### src/rtl/stream_arb_2to1_if.sv
// Handshake bundle for the 2:1 stream arbiter: two input channels and one
// registered output channel.
interface stream_arb_2to1_if #(
  parameter int WIDTH = 8
);
  logic             a_valid;
  logic [WIDTH-1:0] a_data;
  logic             a_ready;
  logic             b_valid;
  logic [WIDTH-1:0] b_data;
  logic             b_ready;
  logic             out_valid;
  logic [WIDTH-1:0] out_data;
  logic             out_sel;
  logic             out_ready;

  // Arbiter side
  modport slave (
    input  a_valid, a_data, b_valid, b_data, out_ready,
    output a_ready, b_ready, out_valid, out_data, out_sel
  );

  // Upstream/downstream environment side
  modport master (
    output a_valid, a_data, b_valid, b_data, out_ready,
    input  a_ready, b_ready, out_valid, out_data, out_sel
  );
endinterface

### src/rtl/stream_arb_2to1.sv
// Registered 2-input stream arbiter: round-robin (or fixed a-first) grant,
// muxed payload into a single output register, saturating per-source
// transfer counters.
module stream_arb_2to1 #(
  parameter int WIDTH      = 8,
  parameter bit FIXED_PRIO = 1'b0,
  parameter int CNT_W      = 16
) (
  input  logic             clk,
  input  logic             rst_n,
  stream_arb_2to1_if.slave s,
  input  logic             cnt_clr,
  output logic [CNT_W-1:0] cnt_a,
  output logic [CNT_W-1:0] cnt_b
);

  typedef enum logic {
    PRIO_A = 1'b0,
    PRIO_B = 1'b1
  } prio_t;

  prio_t prio_q, prio_d;
  logic  load;
  logic  grant_a, grant_b;
  logic  xfer_a, xfer_b;

  // Output register can accept a word when empty or being drained this cycle.
  assign load = !s.out_valid || s.out_ready;

  // Grant selection from current valids and priority pointer.
  always_comb begin
    grant_a = 1'b0;
    grant_b = 1'b0;
    if (s.a_valid && s.b_valid) begin
      if (FIXED_PRIO || (prio_q == PRIO_A)) grant_a = 1'b1;
      else                                  grant_b = 1'b1;
    end else if (s.a_valid) begin
      grant_a = 1'b1;
    end else if (s.b_valid) begin
      grant_b = 1'b1;
    end
  end

  // Readies are held low while reset is asserted, even though load is high then.
  assign s.a_ready = rst_n & load & grant_a;
  assign s.b_ready = rst_n & load & grant_b;
  assign xfer_a    = s.a_valid & s.a_ready;
  assign xfer_b    = s.b_valid & s.b_ready;

  // Priority pointer next state: hand priority to the other side after any transfer.
  always_comb begin
    prio_d = prio_q;
    if (!FIXED_PRIO) begin
      if (xfer_a)      prio_d = PRIO_B;
      else if (xfer_b) prio_d = PRIO_A;
    end
  end

  // Priority pointer register.
  always_ff @(posedge clk or negedge rst_n) begin
    if (!rst_n) prio_q <= PRIO_A;
    else        prio_q <= prio_d;
  end

  // Output register: load the winner, or empty when consumed without a new grant.
  always_ff @(posedge clk or negedge rst_n) begin
    if (!rst_n) begin
      s.out_valid <= 1'b0;
      s.out_data  <= '0;
      s.out_sel   <= 1'b0;
    end else if (xfer_a) begin
      s.out_valid <= 1'b1;
      s.out_data  <= s.a_data;
      s.out_sel   <= 1'b0;
    end else if (xfer_b) begin
      s.out_valid <= 1'b1;
      s.out_data  <= s.b_data;
      s.out_sel   <= 1'b1;
    end else if (s.out_ready) begin
      s.out_valid <= 1'b0;
    end
  end

  // Saturating transfer counters; clear wins over a same-cycle increment.
  always_ff @(posedge clk or negedge rst_n) begin
    if (!rst_n) begin
      cnt_a <= '0;
      cnt_b <= '0;
    end else if (cnt_clr) begin
      cnt_a <= '0;
      cnt_b <= '0;
    end else begin
      if (xfer_a && (cnt_a != '1)) cnt_a <= cnt_a + 1'b1;
      if (xfer_b && (cnt_b != '1)) cnt_b <= cnt_b + 1'b1;
    end
  end

endmodule

### src/flat_wrapper.sv
// flat-port wrapper written by rule: the top's interface ports become plain ports
module stream_arb_2to1_flat 
#(
  parameter int WIDTH      = 8,
  parameter bit FIXED_PRIO = 1'b0,
  parameter int CNT_W      = 16
)
  (clk, rst_n, cnt_clr, cnt_a, cnt_b, s_a_valid, s_a_data, s_b_valid, s_b_data, s_out_ready, s_a_ready, s_b_ready, s_out_valid, s_out_data, s_out_sel);
  stream_arb_2to1_if #(.WIDTH(WIDTH)) s_i ();
  input  logic clk;
  input  logic rst_n;
  input  logic cnt_clr;
  output logic [CNT_W-1:0] cnt_a;
  output logic [CNT_W-1:0] cnt_b;
  input wire logic [$bits(s_i.a_valid)-1:0] s_a_valid;
  input wire logic [$bits(s_i.a_data)-1:0] s_a_data;
  input wire logic [$bits(s_i.b_valid)-1:0] s_b_valid;
  input wire logic [$bits(s_i.b_data)-1:0] s_b_data;
  input wire logic [$bits(s_i.out_ready)-1:0] s_out_ready;
  output wire logic [$bits(s_i.a_ready)-1:0] s_a_ready;
  output wire logic [$bits(s_i.b_ready)-1:0] s_b_ready;
  output wire logic [$bits(s_i.out_valid)-1:0] s_out_valid;
  output wire logic [$bits(s_i.out_data)-1:0] s_out_data;
  output wire logic [$bits(s_i.out_sel)-1:0] s_out_sel;
  assign s_i.a_valid = s_a_valid;
  assign s_i.a_data = s_a_data;
  assign s_i.b_valid = s_b_valid;
  assign s_i.b_data = s_b_data;
  assign s_i.out_ready = s_out_ready;
  assign s_a_ready = s_i.a_ready;
  assign s_b_ready = s_i.b_ready;
  assign s_out_valid = s_i.out_valid;
  assign s_out_data = s_i.out_data;
  assign s_out_sel = s_i.out_sel;
  stream_arb_2to1 #(.WIDTH(WIDTH), .FIXED_PRIO(FIXED_PRIO), .CNT_W(CNT_W)) u_core (.clk(clk), .rst_n(rst_n), .s(s_i), .cnt_clr(cnt_clr), .cnt_a(cnt_a), .cnt_b(cnt_b));
endmodule
### config.mk
export PLATFORM = sky130hd
export DESIGN_NAME = stream_arb_2to1_flat
export DESIGN_NICKNAME = d
export VERILOG_FILES = /design/src/rtl/stream_arb_2to1_if.sv /design/src/rtl/stream_arb_2to1.sv /design/src/flat_wrapper.sv
export SDC_FILE = /design/constraint.sdc
export NUM_CORES = 1
export LEC_CHECK = 0
export CAP_MARGIN = 20
export CORE_MARGIN = 4
export CORE_UTILIZATION = 42
export CTS_CLUSTER_SIZE = 10
export DETAILED_ROUTE_END_ITERATION = 16
export GPL_TIMING_DRIVEN = 1
export PLACE_DENSITY = 0.69
export SYNTH_ARGS = -nofsm -noshare
export SYNTH_HDL_FRONTEND = slang
export SYNTH_SLANG_ARGS = --single-unit
### constraint.sdc
create_clock -name clk -period 2.3 [get_ports clk]
set_input_delay 0.46 -clock clk [delete_from_list [all_inputs] [get_ports clk]]
set_output_delay 0.46 -clock clk [all_outputs]
set_load 0.01 [all_outputs]
After elaboration in Yosys (flattened, before gate mapping)
Cells that the tools add are included.
{"block": "classes", "add_sub_neg": 2, "eq_ne": 2, "n_mux": 20, "n_bitwise": 5, "reduce_logical": 9}
{"operator": "two-way mux 16 bit", "n": 4}
{"operator": "adder 16 x 1 -> 16 bit, second input constant", "n": 2}
{"operator": "inequality test 16 bit, second input constant", "n": 2}
{"operator": "two-way mux 8 bit", "n": 2}
{"operator": "two-way mux 1 bit", "n": 14}
{"operator": "nonzero test 2 bit", "n": 3}
{"operator": "AND 1 bit", "n": 5}
{"operator": "logical AND 1 bit", "n": 3}
{"operator": "nonzero test 3 bit", "n": 1}
{"operator": "logical NOT 1 bit", "n": 1}
{"operator": "logical OR 1 bit", "n": 1}
{"block": "word_totals", "register_bits": 43, "input_bits": 22, "word_cells": 44}

Logic depth before layout (Yosys ltp)
{"block": "logic_depth", "word_depth": 8, "ltp_mapped": 7, "depth_no_buf": 6}

Worst setup path after synthesis
OpenSTA, ideal clock, no wires.
{"block": "synth_timing", "path_kind": "register -> register", "start": "register u_core.cnt_a[0]", "end": "register u_core.cnt_a[3]", "setup_time_ns": 0.125, "t_arrival_ns": 1.814, "setup_slack_ns": 0.361, "stages_incl_launch_ff": 8, "path_cell_list": "dfrtp_1 ha_1 and3_1 and2_1 buf_2 a21oi_2 and4_4 mux2_4"}
{"block": "synth_between", "elab_chain_len": 3, "elab_cells_between_ends": 6, "cone_classes": "add/sub: 1; eq/ne: 1; mux: 2; reduce/logical: 2"}
{"item": "start: declaration", "line": "stream_arb_2to1.sv:13", "rtl": "output logic [CNT_W-1:0] cnt_a,"}
{"item": "start signal: assignment", "line": "stream_arb_2to1.sv:93", "rtl": "if (xfer_a && (cnt_a != '1)) cnt_a <= cnt_a + 1'b1;"}
{"item": "adder 16 x 1 -> 16 bit / inequality test 16 bit (equally long branches)", "line": "stream_arb_2to1.sv:93"}
{"item": "two-way mux 16 bit / logical AND 1 bit (equally long branches)", "line": "stream_arb_2to1.sv:93"}
{"item": "two-way mux 16 bit / nonzero test 2 bit (equally long branches)"}
Several ways; a longest one is shown, not always the timed one. The select of a mux whose other input is x is not followed.
A chain may end at the register's enable or synchronous reset.

Worst setup path in the final report
{"block": "layout_timing", "start": "input port s_b_valid", "end": "output port s_b_ready"}
{"block": "layout_between", "elab_chain_len": 4, "elab_cells_between_ends": 5, "cone_classes": "mux: 3; bitwise: 1; reduce/logical: 1"}
{"item": "start: declaration", "line": "flat_wrapper.sv:17", "rtl": "input wire logic [$bits(s_i.b_valid)-1:0] s_b_valid;"}
{"item": "two-way mux 1 bit", "line": "stream_arb_2to1.sv:39", "rtl": "end else if (s.b_valid) begin"}
{"item": "two-way mux 1 bit", "line": "stream_arb_2to1.sv:37", "rtl": "end else if (s.a_valid) begin"}
{"item": "two-way mux 1 bit (*)", "line": "stream_arb_2to1.sv:34", "rtl": "if (s.a_valid && s.b_valid) begin"}
{"item": "AND 1 bit (*)", "line": "stream_arb_2to1.sv:46", "rtl": "assign s.b_ready = rst_n & load & grant_b;"}
{"item": "end: declaration", "line": "flat_wrapper.sv:21", "rtl": "output wire logic [$bits(s_i.b_ready)-1:0] s_b_ready;"}
Mark *: on every way between the ends. The rest lies on a longest branch, timed or not.

==> flow_results.xml <==
<?xml version="1.0" encoding="UTF-8"?>
<metrics>
  <group name="global_routing">
    <metric name="grt_use_met3" unit="%">5.97</metric>
    <metric name="globalRoute.totalOverflow" unit="">0</metric>
    <metric name="grt.met1_usage" unit="%">22.1</metric>
    <metric name="grt_busiest_layer" unit="">met2</metric>
    <metric name="grt_pass1_wl" unit="mm">8.77</metric>
    <metric name="pin_count_of_the_biggest_net_entering_global_routing" unit="">27</metric>
    <metric name="via_count_of_the_first_global_routing_pass" unit="">1814</metric>
    <metric name="grt_antenna_before_repair" unit="">0</metric>
    <metric name="grt_usage" unit="%">17.2</metric>
    <metric name="gr-usage-met2" unit="%">26.4</metric>
  </group>
  <group name="route">
    <metric name="detail-route-antenna-nets" unit="">0</metric>
    <metric name="drcViolationCount" unit="">0</metric>
    <metric name="first_iter_violations" unit="">89</metric>
    <metric name="postRouteWirelength" unit="mm">5.45</metric>
    <metric name="routed_via_density" unit="">5.01</metric>
    <metric name="route.detailed.wl_per_inst" unit="um">14.2</metric>
    <metric name="first_pass_iters" unit="">4</metric>
    <metric name="num_vias" unit="">1930</metric>
  </group>
  <group name="sta">
    <metric name="worstMarginPinSlew" unit="ns">0.632</metric>
    <metric name="max_slew_margin" unit="%">57.6</metric>
    <metric name="fmaxAchievable" unit="MHz">486</metric>
    <metric name="final-hold-violation-count" unit="">0</metric>
    <metric name="fin_skew" unit="ns">0.00956</metric>
    <metric name="layout_min_cycle_time" unit="ns">2.06</metric>
    <metric name="drv_slew" unit="">0</metric>
    <metric name="total_of_endpoints_with_negative_setup_slack_in_the_final_report" unit="">0</metric>
    <metric name="layout_worst_path_cycle_share" unit="%">89.4</metric>
    <metric name="grt_setup_unrepaired" unit="">false</metric>
  </group>
  <group name="logic_synthesis">
    <metric name="netlist_top_cells_area" unit="">sky130_fd_sc_hd__dfrtp_1 46%, sky130_fd_sc_hd__xnor2_1 8.7%, sky130_fd_sc_hd__nor2_1 5.7%, sky130_fd_sc_hd__nand2_1 4.9%, sky130_fd_sc_hd__a22oi_1 2.3%</metric>
    <metric name="gate_count_post_synth" unit="">234</metric>
    <metric name="synth_area_leader_cell" unit="">sky130_fd_sc_hd__dfrtp_1</metric>
    <metric name="synthesis.area" unit="um^2">2320</metric>
    <metric name="yosys.cell_types.count" unit="">52</metric>
    <metric name="synth-seq-cells" unit="">43</metric>
    <metric name="sequential_area_share_after_synthesis" unit="%">46.4</metric>
    <metric name="synth.net_count" unit="">258</metric>
    <metric name="fraction_of_synthesized_cell_area_taken_by_the_top_area_cell_type" unit="%">46.4</metric>
    <metric name="synth.avg_cell_area" unit="um^2">9.92</metric>
    <metric name="yosys_warnings" unit="">0</metric>
  </group>
  <group name="placed_design">
    <metric name="dp_cells" unit="">378</metric>
    <metric name="gp_congestion" unit="">0.802</metric>
    <metric name="detailed_place.area" unit="um^2">3130</metric>
    <metric name="portBuffers" unit="">65</metric>
    <metric name="detailed_place_hpwl" unit="mm">4.08</metric>
  </group>
  <group name="setup_path">
    <metric name="cp-end-kind" unit="">output pin</metric>
    <metric name="timing.critical_path.from_type" unit="">input pin</metric>
    <metric name="worst_ep_arrival_time" unit="ns">1.60</metric>
    <metric name="cp.required" unit="ns">1.84</metric>
    <metric name="timing.setup.critical_path_class" unit="">input pin to output pin</metric>
    <metric name="path_max_fanout" unit="">2</metric>
  </group>
  <group name="power_and_ir_drop">
    <metric name="vdd.ir_drop.worst" unit="mV">0.367</metric>
    <metric name="p_leak" unit="nW">1.33</metric>
    <metric name="power.share.sequential" unit="%">47.6</metric>
    <metric name="switching_share" unit="%">26.0</metric>
    <metric name="pwr-share-clk" unit="%">32.1</metric>
    <metric name="internal" unit="mW">1.34</metric>
    <metric name="p_per_area" unit="nW/um^2">558</metric>
    <metric name="netSwitchingPower" unit="mW">0.470</metric>
    <metric name="share_comb_of_total_power" unit="%">20.3</metric>
  </group>
  <group name="clock_network">
    <metric name="cts_sinks" unit="">43</metric>
    <metric name="post_cts.resized_instances" unit="">4</metric>
    <metric name="hold_buffers" unit="">0</metric>
    <metric name="cts_post_setup_buffers_inserted" unit="">0</metric>
    <metric name="clockRootBuffer" unit="">sky130_fd_sc_hd__clkbuf_8</metric>
    <metric name="htree_levels" unit="">2</metric>
    <metric name="cts_buffer_depth" unit="">2</metric>
    <metric name="tritoncts_buffer_count" unit="">5</metric>
    <metric name="insertion_delay" unit="ns">0.30</metric>
    <metric name="clk_transition_reported_paths" unit="ns">0.09</metric>
    <metric name="tritoncts" unit="">built</metric>
  </group>
  <group name="die">
    <metric name="die_width" unit="um">82.3</metric>
    <metric name="start_util" unit="%">44.3</metric>
    <metric name="floorplan.io_pins" unit="">66</metric>
    <metric name="floorplan.core_area" unit="um^2">5240</metric>
    <metric name="die-height" unit="um">82.3</metric>
    <metric name="die_area" unit="um^2">6780</metric>
    <metric name="fp-row-count" unit="">26</metric>
  </group>
  <group name="layout">
    <metric name="diodes" unit="">0</metric>
    <metric name="mostFrequentLayoutCell" unit="">sky130_fd_sc_hd__clkdlybuf4s50_1</metric>
    <metric name="area.growth.synth_to_final" unit="%">39.5</metric>
    <metric name="post_route_cells_drive_above_1_share" unit="%">14.6</metric>
    <metric name="final-instance-count-excl-fill" unit="">385</metric>
    <metric name="final_design_area_no_fill" unit="um^2">3240</metric>
    <metric name="mostFrequentLayoutCells" unit="">62 x sky130_fd_sc_hd__clkdlybuf4s50_1, 43 x sky130_fd_sc_hd__dfrtp_1, 35 x sky130_fd_sc_hd__nor2_1, 30 x sky130_fd_sc_hd__nand2_1, 23 x sky130_fd_sc_hd__xnor2_1</metric>
    <metric name="layout.nets" unit="">339</metric>
  </group>
  <group name="status">
    <metric name="outcome" unit="">finished clean</metric>
  </group>
  <group name="min_path">
    <metric name="hold_path_class" unit="">input pin to asynchronous set/reset pin</metric>
  </group>
  <group name="run">
    <metric name="maxCapViolations" unit="">0</metric>
  </group>
</metrics>
critical path, cell delays in order:
cell	delay, ns
sky130_fd_sc_hd__clkdlybuf4s50_1	0.50
sky130_fd_sc_hd__buf_4	0.13
sky130_fd_sc_hd__o2111ai_4	0.11
sky130_fd_sc_hd__inv_1	0.11
sky130_fd_sc_hd__dlygate4sd2_1	0.28
cell families after synthesis:
| group | share of synthesized area [%] |
|---|---|
| simple gates | 28.4 |
| flops | 46.4 |
| compound gates | 9.87 |
| xor+xnor | 8.68 |
| buf+inv | 3.67 |
| mux | 1.99 |
| fa+ha+maj | 1.08 |
metal layers:
layer  vias to the layer above  wire, um
li1                        971         -
met1                       909      2460
met2                        41      2530
met3                         9       340
met4                         0       112
met5                         -         0
stage by stage:
stage	TNS, ns	setup WS, ns	power (mW)	hold slack [ns]	util, %
6_report	0	0.244	1.81	0.00597	61.8
5_1_grt	0	0.149	1.91	0.00378	61.8
4_1_cts	0	0.235	1.83	0.00363	61.8
3_5_place_dp	-0.131	-0.0792	1.25	0.334	59.8
3_3_place_gp	-0.121	-0.0662	1.24	0.332	59.8
2_1_floorplan	0	0.361	1.01	0.164	-
power by group through the flow:
stage / sequential, mW / clock [mW] / combinational [mW]
6_report: 0.860 / 0.580 / 0.366
5_1_grt: 0.870 / 0.635 / 0.403
4_1_cts: 0.862 / 0.593 / 0.374
3_5_place_dp: 0.874 / 0 / 0.372
3_3_place_gp: 0.872 / 0 / 0.368
2_1_floorplan: 0.900 / 0 / 0.115
path summary, 6_finish.rpt:
check	cells after the start	to	slack, ns	start
worst min register to register	2	u_core.s.out_data[2]$_DFFE_PN0P_	0.48	u_core.s.out_data[2]$_DFFE_PN0P_
min in group clk	2	u_core.s.out_data[2]$_DFFE_PN0P_	0.48	u_core.s.out_data[2]$_DFFE_PN0P_
worst min-delay path	1	u_core.s.out_data[4]$_DFFE_PN0P_	0.006	rst_n
worst max register to register	6	u_core.cnt_a[3]$_DFFE_PN0P_	0.35	u_core.cnt_a[0]$_DFFE_PN0P_
max in group asynchronous	2	u_core.s.out_data[7]$_DFFE_PN0P_	1.68	rst_n
worst max-delay path	5	s_b_ready	0.24	s_b_valid
layout make-up:
type / instances / area [um^2]
clock buffer: 6 / 72.6
sequential: 43 / 1080
inverter: 9 / 33.8
tap: 70 / 87.6
fill: 462 / 2000
timing repair buffer: 82 / 771
clock inverter: 1 / 30.0
multi-input combinational: 174 / 1170
flip-flops by register name (all words and copies together) (netlist names):
name,flops
u_core.prio_q,1
u_core.cnt_b,16
u_core.s.out_sel,1
u_core.s.out_data,8
u_core.s.out_valid,1
u_core.cnt_a,16
synth_stat cells (all sizes together):
library cell  count
a2111oi           2
a211oi            5
a21boi            1
a21oi             4
a22oi             7
a311oi            1
a31oi             1
a41o              1
a41oi             1
and2              1
and3              4
and4              2
buf               5
clkbuf            3
dfrtp            43
ha                2
inv               9
mux2              2
mux2i             2
nand2            30
nand2b            2
nand3             9
nand4             7
nand4bb           1
nor2             36
nor2b             3
nor3              9
nor3b             1
nor4              7
nor4b             3
o2111ai           1
o21a              1
o21ai             2
or2               1
or3               2
xnor2            23
No activity file was read; power rests on OpenSTA's default activity.
